[config.mk]
export PLATFORM = sky130hd
export DESIGN_NAME = char_ram_arbiter
export DESIGN_NICKNAME = d
export VERILOG_FILES = /design/src/rtl/char_ram_arbiter.sv
export SDC_FILE = /design/constraint.sdc
export NUM_CORES = 1
export LEC_CHECK = 0
export ABC_CLOCK_PERIOD_IN_PS = 1600
export CORE_MARGIN = 5
export CORE_UTILIZATION = 31
export CTS_CLUSTER_DIAMETER = 200
export DETAILED_ROUTE_END_ITERATION = 6
export PLACE_DENSITY = 0.78
export SYNTH_ARGS = -nofsm -noshare
export SYNTH_HDL_FRONTEND = slang
export SYNTH_SLANG_ARGS = --single-unit
export TNS_END_PERCENT = 20
[constraint.sdc]
create_clock -name clk -period 1.6 [get_ports clk]
set_input_delay 0.4 -clock clk [delete_from_list [all_inputs] [get_ports clk]]
set_output_delay 0.4 -clock clk [all_outputs]
set_load 0.005 [all_outputs]
[src/rtl/char_ram_arbiter.sv]
// ---------------------------------------------------------------------------
// char_ram_arbiter
//
// Shares the single-port 1024 x 8 character RAM (32 x 32 cells, synchronous
// read, one-cycle latency) between video scan-out and a host requester.
// Video gets one fixed fetch slot per 16-pixel character cell while
// display_on is high; every other cycle belongs to the host, which talks
// through a req/ack handshake.
//
// Optional feature: define CHARRAM_CLEAR_EN to add a clear engine that fills
// the whole RAM with CLEAR_CHAR after every reset (busy=1 while running).
//
// Parameters
//   VID_SLOT    hpos[3:0] value of the video fetch slot (0..14)
//   CLEAR_CHAR  fill value written by the clear engine
//
// Ports
//   clk         pixel clock, rising edge
//   reset       asynchronous reset, active low
//   hpos, vpos  beam position from hvsync_generator
//   display_on  visible-area flag from hvsync_generator
//   ram_addr    RAM address (combinational mux)
//   ram_din     RAM write data
//   ram_we      RAM write enable
//   ram_dout    RAM read data, valid the cycle after the address
//   vid_char    registered character code for the current video cell
//   host_req    host request, held with its qualifiers until host_ack
//   host_we     1 = write, 0 = read
//   host_addr   {row[4:0], col[4:0]}
//   host_wdata  host write data
//   host_ack    one-cycle completion pulse (registered)
//   host_rdata  read data, valid with host_ack, held until the next read
//   busy        clear engine active
// ---------------------------------------------------------------------------
module char_ram_arbiter #(
    parameter logic [3:0] VID_SLOT   = 4'd14,
    parameter logic [7:0] CLEAR_CHAR = 8'h00
) (
    input  logic       clk,
    input  logic       reset,
    input  logic [9:0] hpos,
    input  logic [9:0] vpos,
    input  logic       display_on,
    output logic [9:0] ram_addr,
    output logic [7:0] ram_din,
    output logic       ram_we,
    input  logic [7:0] ram_dout,
    output logic [7:0] vid_char,
    input  logic       host_req,
    input  logic       host_we,
    input  logic [9:0] host_addr,
    input  logic [7:0] host_wdata,
    output logic       host_ack,
    output logic [7:0] host_rdata,
    output logic       busy
);

`ifdef CHARRAM_CLEAR_EN
    typedef enum logic [1:0] {IDLE, RDWAIT, ACK, CLEAR} state_t;
    logic [9:0] clr_addr;
`else
    typedef enum logic [1:0] {IDLE, RDWAIT, ACK} state_t;
`endif

    state_t     state;
    logic       video_slot;
    logic       vid_pending;
    logic       issue;
    logic [4:0] next_col;

    assign video_slot = display_on && (hpos[3:0] == VID_SLOT);
    // Fetch the next cell's code so it is ready when the beam reaches it;
    // the 5-bit add wraps column 31 back to column 0 on the same row.
    assign next_col   = hpos[8:4] + 5'd1;
    assign issue      = (state == IDLE) && !video_slot && host_req;

    // Address/data mux: video always wins its slot, then clear, then host.
    always_comb begin
        ram_addr = host_addr;
        ram_din  = host_wdata;
        ram_we   = 1'b0;
        if (video_slot) begin
            ram_addr = {vpos[8:4], next_col};
        end
`ifdef CHARRAM_CLEAR_EN
        else if (state == CLEAR) begin
            ram_addr = clr_addr;
            ram_din  = CLEAR_CHAR;
            ram_we   = 1'b1;
        end
`endif
        else if (issue) begin
            ram_we = host_we;
        end
    end

    // Video capture: RAM data arrives the cycle after the fetch slot.
    always_ff @(posedge clk or negedge reset) begin
        if (!reset) begin
            vid_pending <= 1'b0;
            vid_char    <= 8'h00;
        end else begin
            vid_pending <= video_slot;
            if (vid_pending)
                vid_char <= ram_dout;
        end
    end

    // Host FSM; host_ack is set on entry to ACK so it is high for that cycle only.
    always_ff @(posedge clk or negedge reset) begin
        if (!reset) begin
            host_ack   <= 1'b0;
            host_rdata <= 8'h00;
`ifdef CHARRAM_CLEAR_EN
            state      <= CLEAR;
            clr_addr   <= 10'd0;
            busy       <= 1'b1;
`else
            state      <= IDLE;
`endif
        end else begin
            host_ack <= 1'b0;
            case (state)
                IDLE: begin
                    if (issue) begin
                        if (host_we) begin
                            state    <= ACK;
                            host_ack <= 1'b1;
                        end else begin
                            state <= RDWAIT;
                        end
                    end
                end
                RDWAIT: begin
                    host_rdata <= ram_dout;
                    host_ack   <= 1'b1;
                    state      <= ACK;
                end
                ACK: begin
                    state <= IDLE;
                end
`ifdef CHARRAM_CLEAR_EN
                CLEAR: begin
                    if (!video_slot) begin
                        clr_addr <= clr_addr + 10'd1;
                        if (clr_addr == 10'h3FF) begin
                            busy  <= 1'b0;
                            state <= IDLE;
                        end
                    end
                end
`endif
                default: begin
                    state <= IDLE;
                end
            endcase
        end
    end

`ifdef CHARRAM_CLEAR_EN
    logic unused_bits;
    assign unused_bits = ^{hpos[9], vpos[9], vpos[3:0]};
`else
    logic unused_bits;
    assign busy        = 1'b0;
    assign unused_bits = ^{hpos[9], vpos[9], vpos[3:0], CLEAR_CHAR};
`endif

endmodule
Yosys cells after proc, flatten, opt, wreduce, memory -nomap -nowiden
Cells that the tools add are included.
- logic and storage cells: 23
- register bits after elaboration: 20
- multiplexer cells: 9
- $add $sub $neg: 1
- reduce and logical (&&, ||, !) cells: 5
- equality and inequality tests: 3
- operator list (operator ; number):
    $mux 10 ; 1
    $add 5x1->5 const B ; 1
    $eq 4x4->1 const B ; 1
    $mux 1 ; 4
    $mux 2 ; 2
    $pmux 2 s2 ; 1
    $logic_and 1x1->1 ; 3
    $eq 2x1->1 const B ; 1
    $logic_not 2->1 ; 1
    $ne 2x2->1 const B ; 1
    $pmux 1 s2 ; 1
    $logic_not 1->1 ; 1

Logic depth before layout (Yosys ltp)
Gate-level depths: netlist of the first run.
- depth after elaboration: 7
- depth in mapped cells: 4

Least setup slack after synthesis of the first run
No wires, ideal clock.
- path kind: input to output
- from: in display_on
- to: out ram_addr[1]
- slack: 0.036 ns
- data required time: 1.200 ns
- stages on the path: 4
- data arrival time: 1.164 ns
- buffers on the path: 1
- cell sequence: nand2_1 > nor3_2 > buf_6 > mux2_2
- longest elaborated chain between the ends: 2
- ends and longest elaborated chain (what ; line ; text):
    from (decl) ; 43 ; input logic display_on,
    $logic_and 1x1->1 ; 71 ; assign video_slot = display_on && (hpos[3:0] == VID_SLOT);
    named net video_slot ; 66 ; logic video_slot;
    $mux 10 ; 82 ; if (video_slot) begin
    to (decl) ; 44 ; output logic [9:0] ram_addr,
The timed path passes the listed nets, and every way through them passes these cells.

Worst setup path in the final report of the first run
- from: in hpos[1]
- to: out ram_addr[3]
- longest elaborated chain between the ends: 3
- ends and longest elaborated chain (what ; line ; text):
    from (decl) ; 41 ; input logic [9:0] hpos,
    $eq 4x4->1 ; 71 ;
    $logic_and 1x1->1 ; 71 ;
    $mux 10 ; 82 ;
No other way between the ends.

==> out/metrics.cfg, run 1 <==
[flow_run]
maxCapViolations = 0

[yosys]
yosys_warnings = 0
synth_edf_count = 0
syn_area_per_cell_um2 = 13.22
netlist_top_cells_area = dfrtp_1 50%, mux2_2 28%, buf_4 6.7%, xnor2_1 1.7%, o21bai_1 1.5%
ys_ff_latch = 20
synth_area_um2 = 1005
synthArstFlopShare_pct = 100.0
synth_top_area_cell = dfrtp_1
synth_cell_types = 20
synth_cells = 76
syn_nets = 128
yosysSeqAreaShare_pct = 49.81
synthFlopType = dfrtp_1
synthDominantCellAreaShare_pct = 49.81

[worst_setup_path]
cpLargestDelayFamily = buffers and inverters
crit_path_frequent_cell = buf_6
crit_path_max_incr_delay_ns = 0.30
critPathRequiredTime_ns = 1.20
path_max_fanout = 4
arrival_ns = 1.41
worstSetupPathType = input port to primary output
cp-end-kind = primary output
startpoint_type = input port
cp_num_buf_inv = 4
path_cells = buf_6 -> nand2_4 -> nor3_4 -> buf_6 -> buf_6 -> mux2_4 -> buf_6
critical_path.slowest_cell = mux2_4

[floorplan]
die-area_um2 = 4480
start_util_pct = 32.64
fp.dieW_um = 66.93
die_y_um = 66.93
core-area_um2 = 3078
pin_count = 88
num_rows = 20

[placed_design]
dpl_cell_area_um2 = 1694
io_buffer_count = 64
gp_congestion = 0.6954
hpwl_mm = 2.138

[timing]
finalHoldViolCount = 0
setup_viol = 10
worst_slack_ns = -0.2124
fin_crit_sh_pct = 113.3
max_freq_ghz = 0.5518
rsz0062_at_grt = yes
skew_ns = 0.003825
final.min_clock_period_ns = 1.812
drv_slew = 0

[cells_and_area]
num_antenna_cells = 0
utilization_pct = 61.87
drive_gt1_share_pct = 49.34
finalNetCount = 206
seq_area_um2 = 500.5
final_common_cell = clkdlybuf4s50_1
final_cell_mix = 31 x clkdlybuf4s50_1, 20 x dfrtp_1, 17 x mux2_2
multi_input_area_um2 = 503.0
final_area_um2 = 1904
area_growth_pct = 89.54
fillers = 273

[route]
num_vias = 874
drcViolationCount = 0
dr.pass1.iters = 3
wl_per_cell_um = 15.04
avgViaCountPerCell = 4.459
drt_iter0_drc = 20
routed_wl_mm = 2.948
ant_nets = 0

[global_route]
grt_max_degree = 21
antenna_found_initial = 0
grt_use_total_pct = 12.87
grt_pass1_vias = 992
grt_pass1_wl_mm = 4.436
grt-ovfl-total = 0

[pwr]
power_density_nw_per_um2 = 775.0
irDropWorstVdd_uv = 314.6
leakage_nw = 0.9551

[run_status]
violations = setup timing
status = complete, but fails checks

[clock_tree]
clk_pin_slew_worst_paths_ns = 0.10
cts_sinks = 20
clk_latency_ns = 0.28
cts-htree-levels = 1
cts_tree = done
clock_path_buffers = 2
cts_buffers = 3
root_buffer = clkbuf_4

[hold_path]
min_path_type = input port to asynchronous set/reset pin

[path summary, 6_finish.rpt]
check	startpoint	endpoint	slack [ns]	cells after the start
min in group clk	state[0]	state[0]	0.50	1
max	hpos[1]	ram_addr[3]	-0.21	7
min	reset	host_rdata[4]	0.44	2
min reg2reg	state[0]	state[0]	0.50	1
max in group asynchronous	reset	state[0]	0.96	2
max reg2reg	state[1]	host_rdata[1]	0.22	4
[layer usage]
| layer | up-vias | global-route usage [%] | wire (µm) |
|---|---|---|---|
| li1 | 409 | - | - |
| met1 | 412 | 13.84 | 1047 |
| met2 | 51 | 24.01 | 1594 |
| met3 | 2 | 4.047 | 302 |
| met4 | 0 | 3.291 | 4 |
| met5 | - | 0 | 0 |
[stage by stage]
step | setup slack [ns] | cells | hold WS, ns | power, mW | TNS (ns)
after CTS | -0.2247 | 196 | 0.4358 | 1.518 | -1.901
after detailed placement | -0.8802 | 183 | 0.4665 | 1.275 | -9.672
after global routing | -0.2581 | 196 | 0.4438 | 1.576 | -2.315
after floorplan | 0.03568 | 76 | 0.1044 | 0.8702 | 0
final | -0.2124 | 196 | 0.4390 | 1.476 | -1.761
after global placement | -0.8834 | 183 | 0.4390 | 1.252 | -9.640
[report_power, final]
| part | total (mW) | internal, mW | switching (mW) | leakage (nW) |
|---|---|---|---|---|
| registers | 0.680 | 0.624 | 0.0560 | 0.246 |
| clock network | 0.218 | 0.0874 | 0.130 | 0.0138 |
| logic | 0.578 | 0.407 | 0.171 | 0.696 |
| total | 1.48 | 1.12 | 0.357 | 0.955 |
[state kept, by name (all words and copies together), names as in the netlist]
name         cells
host_rdata       8
vid_pending      1
state            2
vid_char         8
host_ack         1
[cells in the mapped netlist (2+ instances only)]
| cell type | number |
|---|---|
| buf_2 | 2 |
| buf_4 | 9 |
| nand2_1 | 2 |
| dfrtp_1 | 20 |
| o21bai_1 | 2 |
| mux2_2 | 25 |
| nand3_1 | 2 |
| xnor2_1 | 2 |
[final cells by class]
type	count	share of cell area, %
timing repair buffer	85	43.04
multi-input combinational	43	26.41
sequential	20	26.28
tap	44	2.891
clock buffer	3	1.183
inverter	1	0.1971
[worst register-to-register path: stages, from the launching register on]
cell     delay [ns]
dfrtp_1        0.41
buf_4          0.15
nor2b_1        0.17
buf_4          0.21
mux2_2         0.34
[cell families after synthesis]
| kind of cell | share of synthesized area, % |
|---|---|
| multiplexers | 29.02 |
| flip-flops | 49.81 |
| AND/OR/NAND/NOR | 5.481 |
| other | 0.3732 |
| buffers and inverters | 9.215 |
| adder cells (fa/ha/maj) | 1.245 |
| XOR/XNOR | 2.616 |
| AO/OA/AOI/OAI | 2.241 |
[timing repair]
item	in CTS	in global routing
setup buffers	9	0
hold buffers	0	0
cloned	1	0
resized for setup	107	15
setup endpoints to repair	11	22
pin swaps	6	1
Note: power is estimated with default switching activity, not from simulation.
==> run 2, diff against run 1 <==
--- a/config.mk
+++ b/config.mk
@@ -6,11 +6,13 @@
 export NUM_CORES = 1
 export LEC_CHECK = 0
 export ABC_CLOCK_PERIOD_IN_PS = 1600
+export CELL_PAD_IN_SITES_DETAIL_PLACEMENT = 1
+export CELL_PAD_IN_SITES_GLOBAL_PLACEMENT = 1
 export CORE_MARGIN = 5
-export CORE_UTILIZATION = 31
+export CORE_UTILIZATION = 22
 export CTS_CLUSTER_DIAMETER = 200
 export DETAILED_ROUTE_END_ITERATION = 6
-export PLACE_DENSITY = 0.78
+export PLACE_DENSITY = 0.77
 export SYNTH_ARGS = -nofsm -noshare
 export SYNTH_HDL_FRONTEND = slang
 export SYNTH_SLANG_ARGS = --single-unit
==> run 2 against run 1 <==
Final area is 0.66% lower. The run still ends with setup timing left. First-iteration DRC count is 55% lower. Worst hold slack better by 0.051 ns. Maximum frequency is 1.3% higher. Highest routed layer unchanged. Sequential share of layout area is 0.17 points higher. Clock power is 70% higher. Setup slack better by 0.022 ns. Flip-flop and latch count stayed put. Die area is 34% higher. Via count is 0.92% higher.
==> out/metrics.cfg, run 2 (synthesized netlist as in run 1, its figures left out) <==
[run_status]
status = complete, but fails checks
violations = setup timing

[worst_setup_path]
critPathRequiredTime_ns = 1.20  ; about the same
worstSetupPathType = input port to primary output
rr_endpoint = host_rdata[0]
arrival_ns = 1.39  ; -0.02 ns
startpoint_type = input port
reg2regPathDepth = 3  ; -1
cp-end-kind = primary output
path_max_fanout = 5  ; +1
r2r-start = state[0]
r2r_setup_slack_ns = 0.25  ; +0.03 ns

[timing]
max_freq_ghz = 0.5587  ; +1.3%
whs_ns = 0.4903  ; +0.05128 ns
drv_slew = 0  ; unchanged
worst_slack_ns = -0.1900  ; +0.02239 ns
finalHoldViolCount = 0  ; unchanged
final.min_clock_period_ns = 1.790  ; -0.02239 ns
rsz0062_at_grt = yes
skew_ns = 0.001146  ; -0.002679 ns
setup_viol = 11  ; +1
fin_crit_sh_pct = 111.9  ; -1.4 points

[cells_and_area]
final_area_um2 = 1892  ; -0.66%
area_growth_pct = 88.29
finalNetCount = 204  ; -0.97%
num_antenna_cells = 0  ; unchanged
final_common_cell = clkdlybuf4s50_1
seq_area_um2 = 500.5  ; unchanged
largest_registers = host_rdata (8), vid_char (8), state (2)
drive_gt1_share_pct = 48.34  ; -1.0 points
final_cell_mix = 43 x clkdlybuf4s50_1, 20 x dfrtp_1, 19 x mux2_2
multi_input_area_um2 = 493.0  ; -2.0%
fillers = 468  ; +71%

[pwr]
power_switching_mw = 0.3812  ; +6.7%
intPower_mw = 1.269  ; +13%
clockPowerShare_pct = 22.4  ; +7.6 points
combPwrFrac_pct = 36.0  ; -3.1 points
irDropWorstVdd_uv = 256.8  ; -18%
power_density_nw_per_um2 = 872.4  ; +13%
power.switching_fraction_pct = 23.09  ; -1.1 points
leakage_nw = 0.8319  ; -13%
pwr-share-seq_pct = 41.6  ; -4.5 points

[clock_tree]
cts_tree = done
root_buffer = clkbuf_8
cts_sinks = 20  ; unchanged
clock_path_buffers = 2  ; unchanged
clk_pin_slew_worst_paths_ns = 0.07  ; -0.03 ns
cts_buffers = 3  ; unchanged
clk_latency_ns = 0.25  ; -0.03 ns
cts_hold_buf = 0  ; unchanged
cts-htree-levels = 1  ; unchanged

[hold_path]
hold_start = state[0]
hold_path_depth = 1
min_path_type = flip-flop to flip-flop
min_to = state[0]

[route]
drt_iter0_drc = 9  ; -55%
drcViolationCount = 0  ; unchanged
ant_nets = 0  ; unchanged
wl_per_cell_um = 15.39  ; +2.3%
avgViaCountPerCell = 4.345  ; -2.6%
dr.pass1.iters = 2  ; -1
num_vias = 882  ; +0.92%
routed_wl_mm = 3.125  ; +6.0%

[flow_run]
maxCapViolations = 0  ; unchanged

[placed_design]
io_buffer_count = 64  ; unchanged
gp_congestion = 0.6943  ; -0.16%
dpl_cell_area_um2 = 1697  ; +0.15%
dp_slack_ns = -0.9380  ; -0.05780 ns
hpwl_mm = 2.415  ; +13%

[floorplan]
fp.dieW_um = 77.58  ; +16%
die-area_um2 = 6019  ; +34%
num_rows = 24  ; +20%
start_util_pct = 22.92  ; -9.7 points
core-area_um2 = 4384  ; +42%
pin_count = 88  ; unchanged
die_y_um = 77.58  ; +16%

[global_route]
antenna_found_initial = 0  ; unchanged
use_met1_pct = 10.59  ; -3.2 points
grt_pass1_wl_mm = 5.202  ; +17%
grt-ovfl-total = 0  ; unchanged
grt_max_degree = 21  ; unchanged
busiest_layer = met2
grt_use_total_pct = 10.74  ; -2.1 points
use_met2_pct = 19.62  ; -4.4 points
met3_usage_pct = 4.745  ; +0.70 points
grt_pass1_vias = 1111  ; +12%

[run 2: timing repair]
| action | CTS | global route |
|---|---|---|
| gates resized for setup | 102 | 4 |
| buffers inserted | 8 | 0 |
| pin swaps | 4 | 0 |
| gates cloned | 1 | 0 |
| endpoints found under the setup margin | 11 | 11 |
[run 2: how the worst max path moves through the flow]
stage	start	end
3_5_place_dp	hpos[2]	ram_addr[5]
2_1_floorplan	display_on	ram_addr[1]
5_1_grt	hpos[1]	ram_addr[7]
4_1_cts	hpos[1]	ram_addr[8]
3_3_place_gp	display_on	ram_addr[2]
6_report	hpos[1]	ram_addr[8]
[run 2: metal layers]
layer | routed length (µm) | share of wire [%] | up-vias
li1 | - | - | 400
met1 | 1142 | 37 | 420
met2 | 1567 | 50 | 54
met3 | 367 | 12 | 8
met4 | 48 | 1.5 | 0
met5 | 0 | 0 | -
[run 2: layout make-up]
| cell class | instances | share of cell area (%) |
|---|---|---|
| multi-input cells | 43 | 26.06 |
| inverters | 1 | 0.1984 |
| clock buffers | 4 | 2.910 |
| well taps | 52 | 3.439 |
| repair buffers | 83 | 40.94 |
| flip-flops and latches | 20 | 26.46 |
[run 2: critical path, cell delays in order]
cell and delay [ns]:
buf_8 0.07, nand2_4 0.05, nor3_4 0.19, buf_6 0.16, buf_6 0.11, mux2_4 0.30, buf_6 0.12
[run 2: through the flow]
step | util [%] | cells | power, mW | setup TNS (ns)
6_report | 43.15 | 203 | 1.650 | -1.707
4_1_cts | 43.24 | 203 | 1.686 | -1.868
5_1_grt | 43.15 | 203 | 1.754 | -2.273
3_5_place_dp | 38.70 | 190 | 1.282 | -10.42
2_1_floorplan | - | 76 | 0.8702 | 0
3_3_place_gp | 38.70 | 190 | 1.255 | -9.786
[run 2: power groups by stage]
stage | Clock [mW] | Sequential, mW | Combinational [mW]
6_report | 0.370 | 0.687 | 0.594
2_1_floorplan | 0 | 0.702 | 0.168
3_5_place_dp | 0 | 0.699 | 0.582
4_1_cts | 0.389 | 0.690 | 0.606
5_1_grt | 0.414 | 0.701 | 0.639
3_3_place_gp | 0 | 0.691 | 0.564
==> run 3, diff against run 2 <==
--- a/config.mk
+++ b/config.mk
@@ -8,6 +8,7 @@
 export ABC_CLOCK_PERIOD_IN_PS = 1600
 export CELL_PAD_IN_SITES_DETAIL_PLACEMENT = 1
 export CELL_PAD_IN_SITES_GLOBAL_PLACEMENT = 1
+export CORE_ASPECT_RATIO = 1.4
 export CORE_MARGIN = 5
 export CORE_UTILIZATION = 22
 export CTS_CLUSTER_DIAMETER = 200
==> run 3 against run 2 <==
Clock skew hardly changed. Register-to-register slack worse by 0.08 ns. Final cell count is 3.4% higher. Largest power group unchanged. Sequential share of layout area is 0.28 points lower. The flow still finishes with violations (setup timing). Clock power is 17% lower. Routed wire length is 4.2% higher. Critical path type unchanged. Count of clock-buffer cells in the layout is 1 lower. Via count is 0.11% higher.
==> out/metrics.cfg, run 3 (synthesized netlist as in run 1, its figures left out) <==
[placed_design]
gp_congestion = 0.6695  ; -3.6%
hpwl_mm = 2.467  ; +2.1%
io_buffer_count = 64  ; unchanged
dp_cells = 199  ; +4.7%

[floorplan]
fp.dieW_um = 67.12  ; -13%
start_util_pct = 22.33  ; -0.59 points
die-area_um2 = 6038  ; +0.32%
die_y_um = 89.96  ; +16%
pin_count = 88  ; unchanged
core-area_um2 = 4499  ; +2.6%
num_rows = 29  ; +21%

[timing]
worst_slack_ns = -0.2574  ; -0.06740 ns
final.min_clock_period_ns = 1.857  ; +0.06740 ns
max_freq_ghz = 0.5384  ; -3.6%
skew_ns = 0.0009505  ; -0.0001950 ns
rsz0062_at_grt = yes
drv_slew = 0  ; unchanged
fin_crit_sh_pct = 116.1  ; +4.2 points
setup_viol = 10  ; -1
finalHoldViolCount = 0  ; unchanged

[hold_path]
min_path_type = input port to flip-flop
hold_path_depth = 3  ; +2

[global_route]
antenna_found_initial = 0  ; unchanged
grt_max_degree = 21  ; unchanged
grt_pass1_vias = 1166  ; +5.0%
grt-ovfl-total = 0  ; unchanged
grt_pass1_wl_mm = 5.175  ; -0.52%
grt_use_total_pct = 11.31  ; +0.57 points

[worst_setup_path]
arrival_ns = 1.46  ; +0.07 ns
critPathRequiredTime_ns = 1.20  ; about the same
reg2regPathDepth = 3  ; unchanged
path_max_fanout = 4  ; -1
startpoint_type = input port
cp-end-kind = primary output
worstSetupPathType = input port to primary output

[cells_and_area]
finalNonFillerCells = 210  ; +3.4%
drive_gt1_share_pct = 47.30  ; -1.0 points
finalNetCount = 202  ; -0.98%
largest_registers = host_rdata (8), vid_char (8), state (2)
num_antenna_cells = 0  ; unchanged
final_cell_mix = 42 x clkdlybuf4s50_1, 20 x dfrtp_1, 18 x buf_6
area_growth_pct = 90.29
final_common_cell = clkdlybuf4s50_1

[route]
drcViolationCount = 0  ; unchanged
dr.pass1.iters = 3  ; +1
routed_wl_mm = 3.255  ; +4.2%
avgViaCountPerCell = 4.205  ; -3.2%
drt_iter0_drc = 4  ; -5
ant_nets = 0  ; unchanged
wl_per_cell_um = 15.50  ; +0.69%
num_vias = 883  ; +0.11%

[run_status]
violations = setup timing
status = complete, but fails checks

[pwr]
power_density_nw_per_um2 = 834.9  ; -4.3%
irDropWorstVdd_uv = 258.5  ; +0.66%
power_mw = 1.596  ; -3.3%
leakage_nw = 0.8467  ; +1.8%

[clock_tree]
cts_buffers = 3  ; unchanged
clk_latency_ns = 0.25  ; about the same
cts-htree-levels = 1  ; unchanged
clock_path_buffers = 2  ; unchanged
cts_sinks = 20  ; unchanged
cts_hold_buf = 0  ; unchanged
cts_tree = done
root_buffer = clkbuf_8
clk_pin_slew_worst_paths_ns = 0.07  ; about the same

[flow_run]
maxCapViolations = 0  ; unchanged

## run 3: changes by cell type in the layout (fill, tap and decap cells not counted), sizes merged
cell,before,now
clkdlybuf4s50,43,42
dlygate4sd2,3,2
dlymetal6s2s,0,2
buf,36,33
## run 3: path summary, 6_finish.rpt
| path | startpoint | slack [ns] | end |
|---|---|---|---|
| worst min register to register | vid_char[6] | 0.51 | vid_char[6] |
| min in group asynchronous | reset | 0.51 | host_rdata[0] |
| worst max register to register | state[0] | 0.17 | host_rdata[0] |
| worst min-delay path | host_we | 0.47 | state[0] |
| max in group asynchronous | reset | 0.89 | vid_pending |
| worst max-delay path | hpos[3] | -0.26 | ram_addr[3] |
## run 3: metrics by stage
stage	worst slack [ns]	setup TNS, ns	area, µm²	utilization [%]	hold slack (ns)
after floorplan	0.03568	0	1005	-	0.1044
after global placement	-0.8717	-9.733	1702	37.82	0.4383
after detailed placement	-0.9384	-10.27	1702	37.82	0.4646
after CTS	-0.2131	-2.037	1871	41.57	0.4942
after global routing	-0.3024	-2.643	1912	42.49	0.4758
final	-0.2574	-2.167	1912	42.49	0.4746
## run 3: layout make-up
class / count / area (µm²)
Clock buffer: 3 / 41.29
Fill cell: 522 / 2587
Inverter: 1 / 3.754
Multi-Input combinational cell: 43 / 509.2
Sequential cell: 20 / 500.5
Tap cell: 62 / 77.57
Timing Repair Buffer: 81 / 779.5
## run 3: worst max-delay path, cell delays in order
cell and delay (ns):
buf_6 0.08, nand2_4 0.05, nor3_4 0.25, buf_6 0.16, buf_6 0.10, mux2_4 0.30
buf_6 0.12
## run 3: per-layer routing
metal,wire [µm],GRT usage [%]
met1,995,9.602
met2,1797,21.08
met3,438,5.985
met4,24,4.061
met5,0,0
## run 3: timing repair
action / CTS / global route
buffers inserted: 6 / 2
resized for setup: 103 / 9
gates cloned: 1 / 0
endpoints found under the setup margin: 11 / 11
pin swaps: 5 / 4
endpoints found under the hold margin: 0 / 0
## run 3: power breakdown
part	internal, mW	total [mW]	switching [mW]
clock network	0.167	0.308	0.141
logic	0.427	0.595	0.168
registers	0.626	0.693	0.0669
